## config.mk

```make
export PLATFORM = sky130hd
export DESIGN_NAME = temp_bcd_conv
export DESIGN_NICKNAME = d
export VERILOG_FILES = /design/src/rtl/temp_bcd_conv_pkg.sv /design/src/rtl/temp_bcd_conv_add3_step.sv /design/src/rtl/temp_bcd_conv.sv
export SDC_FILE = /design/constraint.sdc
export NUM_CORES = 1
export LEC_CHECK = 0
export BUFFER_PORTS_ARGS = -buffer_cell sky130_fd_sc_hd__buf_2
export CAP_MARGIN = 20
export CORE_ASPECT_RATIO = 0.75
export CORE_MARGIN = 3
export CORE_UTILIZATION = 43
export CTS_BUF_LIST = sky130_fd_sc_hd__clkbuf_8
export DETAILED_ROUTE_END_ITERATION = 6
export REMOVE_ABC_BUFFERS = 1
export SLEW_MARGIN = 10
export SYNTH_ARGS = -nofsm -noshare
export SYNTH_HDL_FRONTEND = slang
export SYNTH_SLANG_ARGS = --single-unit
```

## constraint.sdc

```tcl
create_clock -name clk_200KHz -period 3 [get_ports clk_200KHz]
set_input_delay 0.15 -clock clk_200KHz [delete_from_list [all_inputs] [get_ports clk_200KHz]]
set_output_delay 0.15 -clock clk_200KHz [all_outputs]
set_load 0.02 [all_outputs]
```

## src/rtl/temp_bcd_conv_pkg.sv

```systemverilog
// Shared types and constants for the temperature-to-BCD converter.
// Optional build macro: TEMP_FAHRENHEIT_EN (Fahrenheit output from LOAD).
package temp_pkg;

   typedef enum logic [1:0] {IDLE, LOAD, SHIFT, DONE} state_t;

   localparam int unsigned BCD_DIGITS = 3;

   localparam int F_OFFSET5 = 160;
   localparam int F_MUL     = 9;
   localparam int F_DIV     = 5;

   // Five times the Fahrenheit value: 9*C + 160 (the +32 offset pre-scaled by 5)
   function automatic logic signed [11:0] f5_of(input logic [7:0] c);
      return 12'(int'($signed(c)) * F_MUL + F_OFFSET5);
   endfunction

   // |f5| / 5 with round-half-up on the magnitude
   function automatic logic [11:0] f_mag_of(input logic signed [11:0] f5);
      logic [11:0] a;
      a = f5[11] ? 12'(-f5) : 12'(f5);
      return 12'((a + 12'd2) / 12'(F_DIV));
   endfunction

endpackage

```

## src/rtl/temp_bcd_conv_add3_step.sv

```systemverilog
// One double-dabble iteration: add-3 correction on every BCD nibble >= 5,
// then shift {bcd, mag} left by one bit.
module bcd_add3_step
   import temp_pkg::*;
#(
   parameter int unsigned MAG_W = 9
)(
   input  logic [4*BCD_DIGITS-1:0] bcd_in,
   input  logic [MAG_W-1:0]        mag_in,
   output logic [4*BCD_DIGITS-1:0] bcd_out,
   output logic [MAG_W-1:0]        mag_out
);

   logic [4*BCD_DIGITS-1:0] adj;

   // Correct each digit so the following shift carries properly into the next decade
   always_comb begin
      adj = bcd_in;
      for (int unsigned i = 0; i < BCD_DIGITS; i++) begin
         if (bcd_in[4*i +: 4] >= 4'd5) begin
            adj[4*i +: 4] = bcd_in[4*i +: 4] + 4'd3;
         end
      end
      {bcd_out, mag_out} = {adj, mag_in} << 1;
   end

endmodule

```

## src/rtl/temp_bcd_conv.sv

```systemverilog
// Converts the signed 8-bit temperature reading into sign + three BCD digits
// with a sequential double-dabble. Reconverts on a new reading or on the
// periodic refresh tick. Optional build macro: TEMP_FAHRENHEIT_EN.
module temp_bcd_conv
   import temp_pkg::*;
#(
   parameter int unsigned MAG_W       = 9,
   parameter int unsigned REFRESH_CYC = 20000
)(
   input  logic       clk_200KHz,
   input  logic       rst_n,
   input  logic [7:0] temp_data,
   output logic       sign,
   output logic [3:0] bcd_hundreds,
   output logic [3:0] bcd_tens,
   output logic [3:0] bcd_ones,
   output logic       bcd_valid,
   output logic       busy
);

   localparam int unsigned CNT_W  = (REFRESH_CYC > 1) ? $clog2(REFRESH_CYC) : 1;
   localparam int unsigned ITER_W = (MAG_W > 1) ? $clog2(MAG_W) : 1;
   localparam int unsigned BCD_W  = 4 * BCD_DIGITS;
   localparam logic [CNT_W-1:0]  REFRESH_LAST = CNT_W'((REFRESH_CYC == 0) ? 0 : REFRESH_CYC - 1);
   localparam logic [ITER_W-1:0] ITER_LAST    = ITER_W'(MAG_W - 1);

   state_t             state, state_nxt;
   logic [7:0]         cap, last_seen;
   logic [CNT_W-1:0]   refresh_cnt;
   logic [ITER_W-1:0]  iter;
   logic [BCD_W-1:0]   bcd_acc, bcd_step;
   logic [MAG_W-1:0]   mag, mag_step, ld_mag;
   logic               sign_acc, ld_sign, trigger;

`ifdef TEMP_FAHRENHEIT_EN
   logic signed [11:0] f5;
   logic [11:0]        f_mag;

   // Fahrenheit magnitude/sign of the captured reading, evaluated during LOAD
   always_comb begin
      f5      = f5_of(cap);
      f_mag   = f_mag_of(f5);
      ld_mag  = MAG_W'(f_mag);
      ld_sign = f5[11] && (f_mag != '0);
   end
`else
   logic [7:0] c_abs;

   // Celsius magnitude/sign; -128 maps to an unsigned 128
   always_comb begin
      c_abs   = cap[7] ? 8'(-cap) : cap;
      ld_mag  = MAG_W'(c_abs);
      ld_sign = cap[7] && (c_abs != '0);
   end
`endif

   bcd_add3_step #(.MAG_W(MAG_W)) u_step (
      .bcd_in  (bcd_acc),
      .mag_in  (mag),
      .bcd_out (bcd_step),
      .mag_out (mag_step)
   );

   assign busy = (state != IDLE);

   // State register
   always_ff @(posedge clk_200KHz or negedge rst_n) begin
      if (!rst_n) state <= IDLE;
      else        state <= state_nxt;
   end

   // Next-state logic; a change and a refresh in the same cycle give one trigger
   always_comb begin
      state_nxt = state;
      trigger   = (temp_data != last_seen) ||
                  ((REFRESH_CYC != 0) && (refresh_cnt == REFRESH_LAST));
      case (state)
         IDLE:    if (trigger) state_nxt = LOAD;
         LOAD:    state_nxt = SHIFT;
         SHIFT:   if (iter == ITER_LAST) state_nxt = DONE;
         DONE:    state_nxt = IDLE;
         default: state_nxt = IDLE;
      endcase
   end

   // Capture, conversion datapath and output registers
   always_ff @(posedge clk_200KHz or negedge rst_n) begin
      if (!rst_n) begin
         cap          <= '0;
         last_seen    <= '0;
         refresh_cnt  <= '0;
         iter         <= '0;
         bcd_acc      <= '0;
         mag          <= '0;
         sign_acc     <= 1'b0;
         sign         <= 1'b0;
         bcd_hundreds <= '0;
         bcd_tens     <= '0;
         bcd_ones     <= '0;
         bcd_valid    <= 1'b0;
      end else begin
         bcd_valid <= (state == DONE);
         case (state)
            IDLE: begin
               if (trigger) begin
                  cap         <= temp_data;
                  last_seen   <= temp_data;
                  refresh_cnt <= '0;
               end else if (REFRESH_CYC != 0) begin
                  refresh_cnt <= refresh_cnt + 1'b1;
               end
            end
            LOAD: begin
               sign_acc <= ld_sign;
               mag      <= ld_mag;
               bcd_acc  <= '0;
               iter     <= '0;
            end
            SHIFT: begin
               bcd_acc <= bcd_step;
               mag     <= mag_step;
               iter    <= iter + 1'b1;
            end
            DONE: begin
               sign         <= sign_acc;
               bcd_hundreds <= bcd_acc[11:8];
               bcd_tens     <= bcd_acc[7:4];
               bcd_ones     <= bcd_acc[3:0];
            end
            default: ;
         endcase
      end
   end

endmodule

```

; Word-level counts from Yosys, hierarchy flattened
; Index checks and enable logic that the tools add are counted.
[op_classes]
muxes = 11
reduce_logical = 8
order_cmp = 3
add_sub_neg = 6
eq_ne = 8
[op_table]
columns = op, n
row1 = case mux 12 bit (2 select lines), 1
row2 = case mux 9 bit (2 select lines), 1
row3 = adder 15 x 1 -> 15 bit (second input constant), 1
row4 = == test 15 bit (second input constant), 1
row5 = two-way mux 15 bit, 1
row6 = >= comparator 4 x 3 -> 1 bit (second input constant), 3
row7 = adder 4 x 2 -> 4 bit (second input constant), 2
row8 = two-way mux 4 bit, 2
row9 = two-way mux 8 bit, 1
row10 = != test 8 bit, 1
row11 = negation 8 bit, 1
row12 = case mux 2 bit (4 select lines), 1
row13 = case mux 4 bit (2 select lines), 1
row14 = nonzero test 8 bit, 1
row15 = adder 4 x 1 -> 4 bit (second input constant), 1
row16 = == test 2 bit (second input constant), 2
row17 = == test 4 bit (second input constant), 1
row18 = two-way mux 2 bit, 2
row19 = != test 2 bit (second input constant), 2
row20 = AND reduction 2 bit, 2
row21 = nonzero test 2 bit, 2
row22 = adder 3 x 2 -> 3 bit (second input constant), 1
row23 = two-way mux 3 bit, 1
row24 = == test 2 x 1 -> 1 bit (second input constant), 1
row25 = other kinds (3), 3
[word_totals]
output_inout_bits = 15
wordCells = 48
ff_bits = 65
input_bits = 10

; Depth between registers and ports, before layout
[depth]
depth_word = 4
ltp_mapped = 7
mapped_depth_nobuf = 6

; Hierarchy
; A second synthesis with hierarchy kept.
[unflattened]
hier_cells = 351
area_unflattened_um2 = 3565.9
[modules_own_cells]
columns = mod, area_per_inst_um2, instances, cells_per_inst, seq_area_each_um2
row1 = temp_bcd_conv, 3203.1, 1, 296, 1626.6
row2 = bcd_add3_step, 362.8, 1, 55, 0.0

; Worst setup path before layout
; No wires, ideal clock.
[synth_path]
path_kind = register to register
startpoint = register refresh_cnt[8]
endpoint = register last_seen[0]
n_path_buf = 1
required_time_ps = 2875
path_stages_with_launch = 6
slack_ps = 689
setup_time_ps = 125
arrival_ps = 2186
synth_period_minus_slack_ps = 2311
cell_sequence = dfrtp_1 > or4b_1 > or4_1 > buf_2 > a31oi_4 > mux2_2
[synth_between]
elab_chain_cells = 3
[synth_lines]
columns = item, line_no
row1 = "start, declared", temp_bcd_conv.sv:29  ; logic [CNT_W-1:0] refresh_cnt;
row2 = "start signal, assigned", temp_bcd_conv.sv:110  ; refresh_cnt <= refresh_cnt + 1'b1;
row3 = == test 15 bit, temp_bcd_conv.sv:76  ; ((REFRESH_CYC != 0) && (refresh_cnt == REFRESH_LAST));
row4 = logical OR 1 bit, temp_bcd_conv.sv:75  ; trigger = (temp_data != last_seen) ||
row5 = AND reduction 2 bit (no source line), n/a
row6 = "end signal, assigned", temp_bcd_conv.sv:107  ; last_seen <= temp_data;
row7 = "end, declared", temp_bcd_conv.sv:28  ; logic [7:0] cap, last_seen;
; No other way between the ends.
; A chain may end at the register's enable or synchronous reset.

; Worst setup path in the final report
[layout_path]
startpoint = register refresh_cnt[12]
endpoint = register last_seen[2]
; Same word-level chain as after synthesis.

==> impl_metrics.csv <==
group,metric,value,unit
yosys,ys_ff_latch,65,
placement,pre_cts_slack,0.487,ns
global_routing,grt_pass1_wl,11400,microns
min_path,hold_start,"temp_data[5]",
placement,gp_congestion,0.848,
timing,finalSetupViolCount,0,
routing,num_vias,2468,
timing,rsz0062_at_grt,"false",
setup_path,critPathMaxStageDelay,0.68,ns
finish,layout_common_cells,"dfrtp_1 (65), inv_1 (30), mux2_2 (29)",
routing,drtIter0Drc,70,
setup_path,cp_cell_sequence,"or4b_1 > or4_1 > a31oi_4 > mux2_2",
die,fp.dieH,83.1,microns
yosys,synthCells,323,
cts,clk_pin_slew,0.07,ns
yosys,ys.flop_type,"dfrtp_1",
yosys,yosys_warnings,0,
routing,antenna_left,0,
finish,layout-drive-gt1-share,23.0,%
routing,post_drt_wl_per_cell,14.4,microns
cts,cts.path.max_buffers,2,
global_routing,grt_usage,15.7,%
placement,dp_hpwl,4560,microns
finish,area_growth,13.1,%
timing,maxSlewViolCount,0,
power_and_ir_drop,ir_drop,620,uV
routing,dr.pass1.iters,4,
yosys,synth_edf_count,0,
yosys,yosys.area.top_type_share,47.7,%
routing,drc,0,
timing,worst_pin_slew,0.700,ns
power_and_ir_drop,power.density,870,mW/mm^2
die,die_w,109,microns
cts,cts_setup_buffers,0,
cts,insertion_delay,0.33,ns
global_routing,grt_max_degree,49,
cts,ctsHoldBuffers,1,
yosys,synth_area_leader_cell,"dfrtp_1",
cts,cts_tree,"built",
setup_path,path_class,"flip-flop to flip-flop",
yosys,synth.yosys.seq_area_share,47.7,%
finish,num_antenna_cells,0,
die,num_rows,27,
finish,fin_util,51.2,%
yosys,synthArstFlopShare,100,%
routing,routed_wl,6600,microns
cts,cts_made_buffers,9,
die,pin_count,25,
timing,setup_slack,0.488,ns
global_routing,grt_pass1_vias,2298,
setup_path,critPathCaptureType,"flip-flop",
finish,finalInstanceArea,0.00386,sq mm
routing,routed_via_density,5.39,
min_path,hold_path_depth,2,
status,outcome,"finished clean",
yosys,synthTopCellsByArea,"dfrtp_1 (48%), mux2_2 (9.6%), ha_1 (5.1%)",
power_and_ir_drop,p_leak,1.69,nW
cts,clock-root-buffer,"clkbuf_8",
finish,fin_nets,376,
timing,hold_viol_final,0,
die,initial_utilization,45.3,%
timing,fin_crit_sh,83.7,%
setup_path,rr_worst_depth,4,
flow_run,drv_cap,0,
timing,clock_skew,0.00541,ns
setup_path,rr_endpoint,"last_seen[2]",
cts,clock_sinks,65,
setup_path,crit_start,"refresh_cnt[12]",
timing,max_freq,0.398,GHz
cts,htree_levels,3,
setup_path,timing.rr.start,"refresh_cnt[12]",
setup_path,crit_path_top_delay_cell,"or4_1",
placement,dpl_cell_area,0.00365,sq mm
setup_path,crit_required,3.22,ns
die,coreArea,0.00753,sq mm
cts,cts_resized,0,
die,die_area,0.00905,sq mm
setup_path,worstPathMaxFanout,9,
timing,slew_headroom,53.3,%
setup_path,r2r_slack,0.49,ns
setup_path,crit_arrival,2.73,ns
min_path,hp-class,"input port to flip-flop",
timing,setup-tns-final,0,ns
setup_path,cp-start-kind,"flip-flop",
min_path,worstHoldEndpoint,"last_seen[5]",
global_routing,antenna_found_initial,0,
timing,finalCriticalPeriod,2.51,ns
placement,io_buffers,24,
finish,layout_commonest_cell,"dfrtp_1",
yosys,synth.distinct_cells,48,
yosys,syn_area,0.00341,sq mm
yosys,syn_area_per_cell,10.6,sq um
global_routing,grt.overflow.total,0,
[per-stage QoR]
step / cells / hold slack (ns) / power (mW)
after floorplan: 309 / -0.146 / 2.25
after global placement: 441 / 0.109 / 2.62
after detailed placement: 441 / 0.118 / 2.66
after CTS: 458 / 0.0548 / 3.42
after global routing: 458 / 0.0530 / 3.64
final: 458 / 0.0736 / 3.36
[synth_stat cells, types with 2 or more instances]
library cell	instances
dfrtp_1	65
inv_1	30
mux2_2	29
nand3_1	15
o21ai_0	15
ha_1	14
nand2_1	14
xnor2_1	14
nor2_1	11
xor2_1	11
clkbuf_1	10
o22ai_1	10
nor3_1	8
nand4_1	6
a21oi_1	5
a31oi_1	5
nand2b_1	5
nor2b_1	5
nor4_1	5
or3_1	4
a41oi_1	3
mux2i_1	3
o31ai_1	3
a32oi_1	2
buf_1	2
nor4bb_1	2
o221ai_1	2
o32ai_1	2
or2_2	2
or4_1	2
or4b_1	2
[registers in the layout, summed over array words and instances, names as in the netlist]
| name | flops |
|---|---|
| last_seen | 8 |
| bcd_acc | 12 |
| state | 2 |
| mag | 9 |
| bcd_hundreds | 4 |
| bcd_ones | 4 |
| sign_acc | 1 |
| bcd_valid | 1 |
| refresh_cnt | 15 |
| sign | 1 |
| bcd_tens | 4 |
| iter | 4 |
[per-layer routing]
metal	global-route usage (%)	wire length, microns	share of wire [%]	vias up
met4	3.44	61	0.92	0
met3	5.13	310	4.7	6
met1	23.1	3290	50	1209
met2	22.5	2940	45	45
li1	-	-	-	1208
met5	0	0	0	-
[worst max-delay path, delay by kind of cell, from the launching register on]
family | cells | cell delay, ns
flops | 1 | 0.40
simple gates | 2 | 1.22
mux | 1 | 0.38
compound gates | 1 | 0.41
[power by group]
part / leakage [nW] / total, mW / switching (mW) / internal [mW]
combinational: 0.724 / 1.35 / 0.752 / 0.598
clock: 0.102 / 0.732 / 0.332 / 0.400
sequential: 0.865 / 1.28 / 0.209 / 1.07
[area by class of cell]
class                           instances  area (sq um)
Tap cell                              101           126
Multi-Input combinational cell        213          1610
Timing Repair Buffer                   32           183
Inverter                               31           116
Clock buffer                           10           138
Sequential cell                        65          1630
Fill cell                             703          3670
Clock inverter                          6          57.6
[how the worst max path moves through the flow]
stage | end | slack, ns
after global routing | last_seen[4] | 0.41
after floorplan | last_seen[0] | 0.56
after global placement | last_seen[2] | 0.51
final | last_seen[2] | 0.49
after detailed placement | last_seen[6] | 0.49
after CTS | last_seen[6] | 0.47
[logic make-up after synthesis]
kind of cell / count (synthesis) / share of synthesized area, %
and+or+nand+nor: 85 / 13.8
buffers and inverters: 45 / 5.10
AOI/OAI and AO/OA: 57 / 11.4
xor gates and xnor gates: 25 / 6.42
adders and majority gates: 14 / 5.13
DFF: 65 / 47.7
muxes: 32 / 10.5
Note: power is estimated with default switching activity, not from simulation.
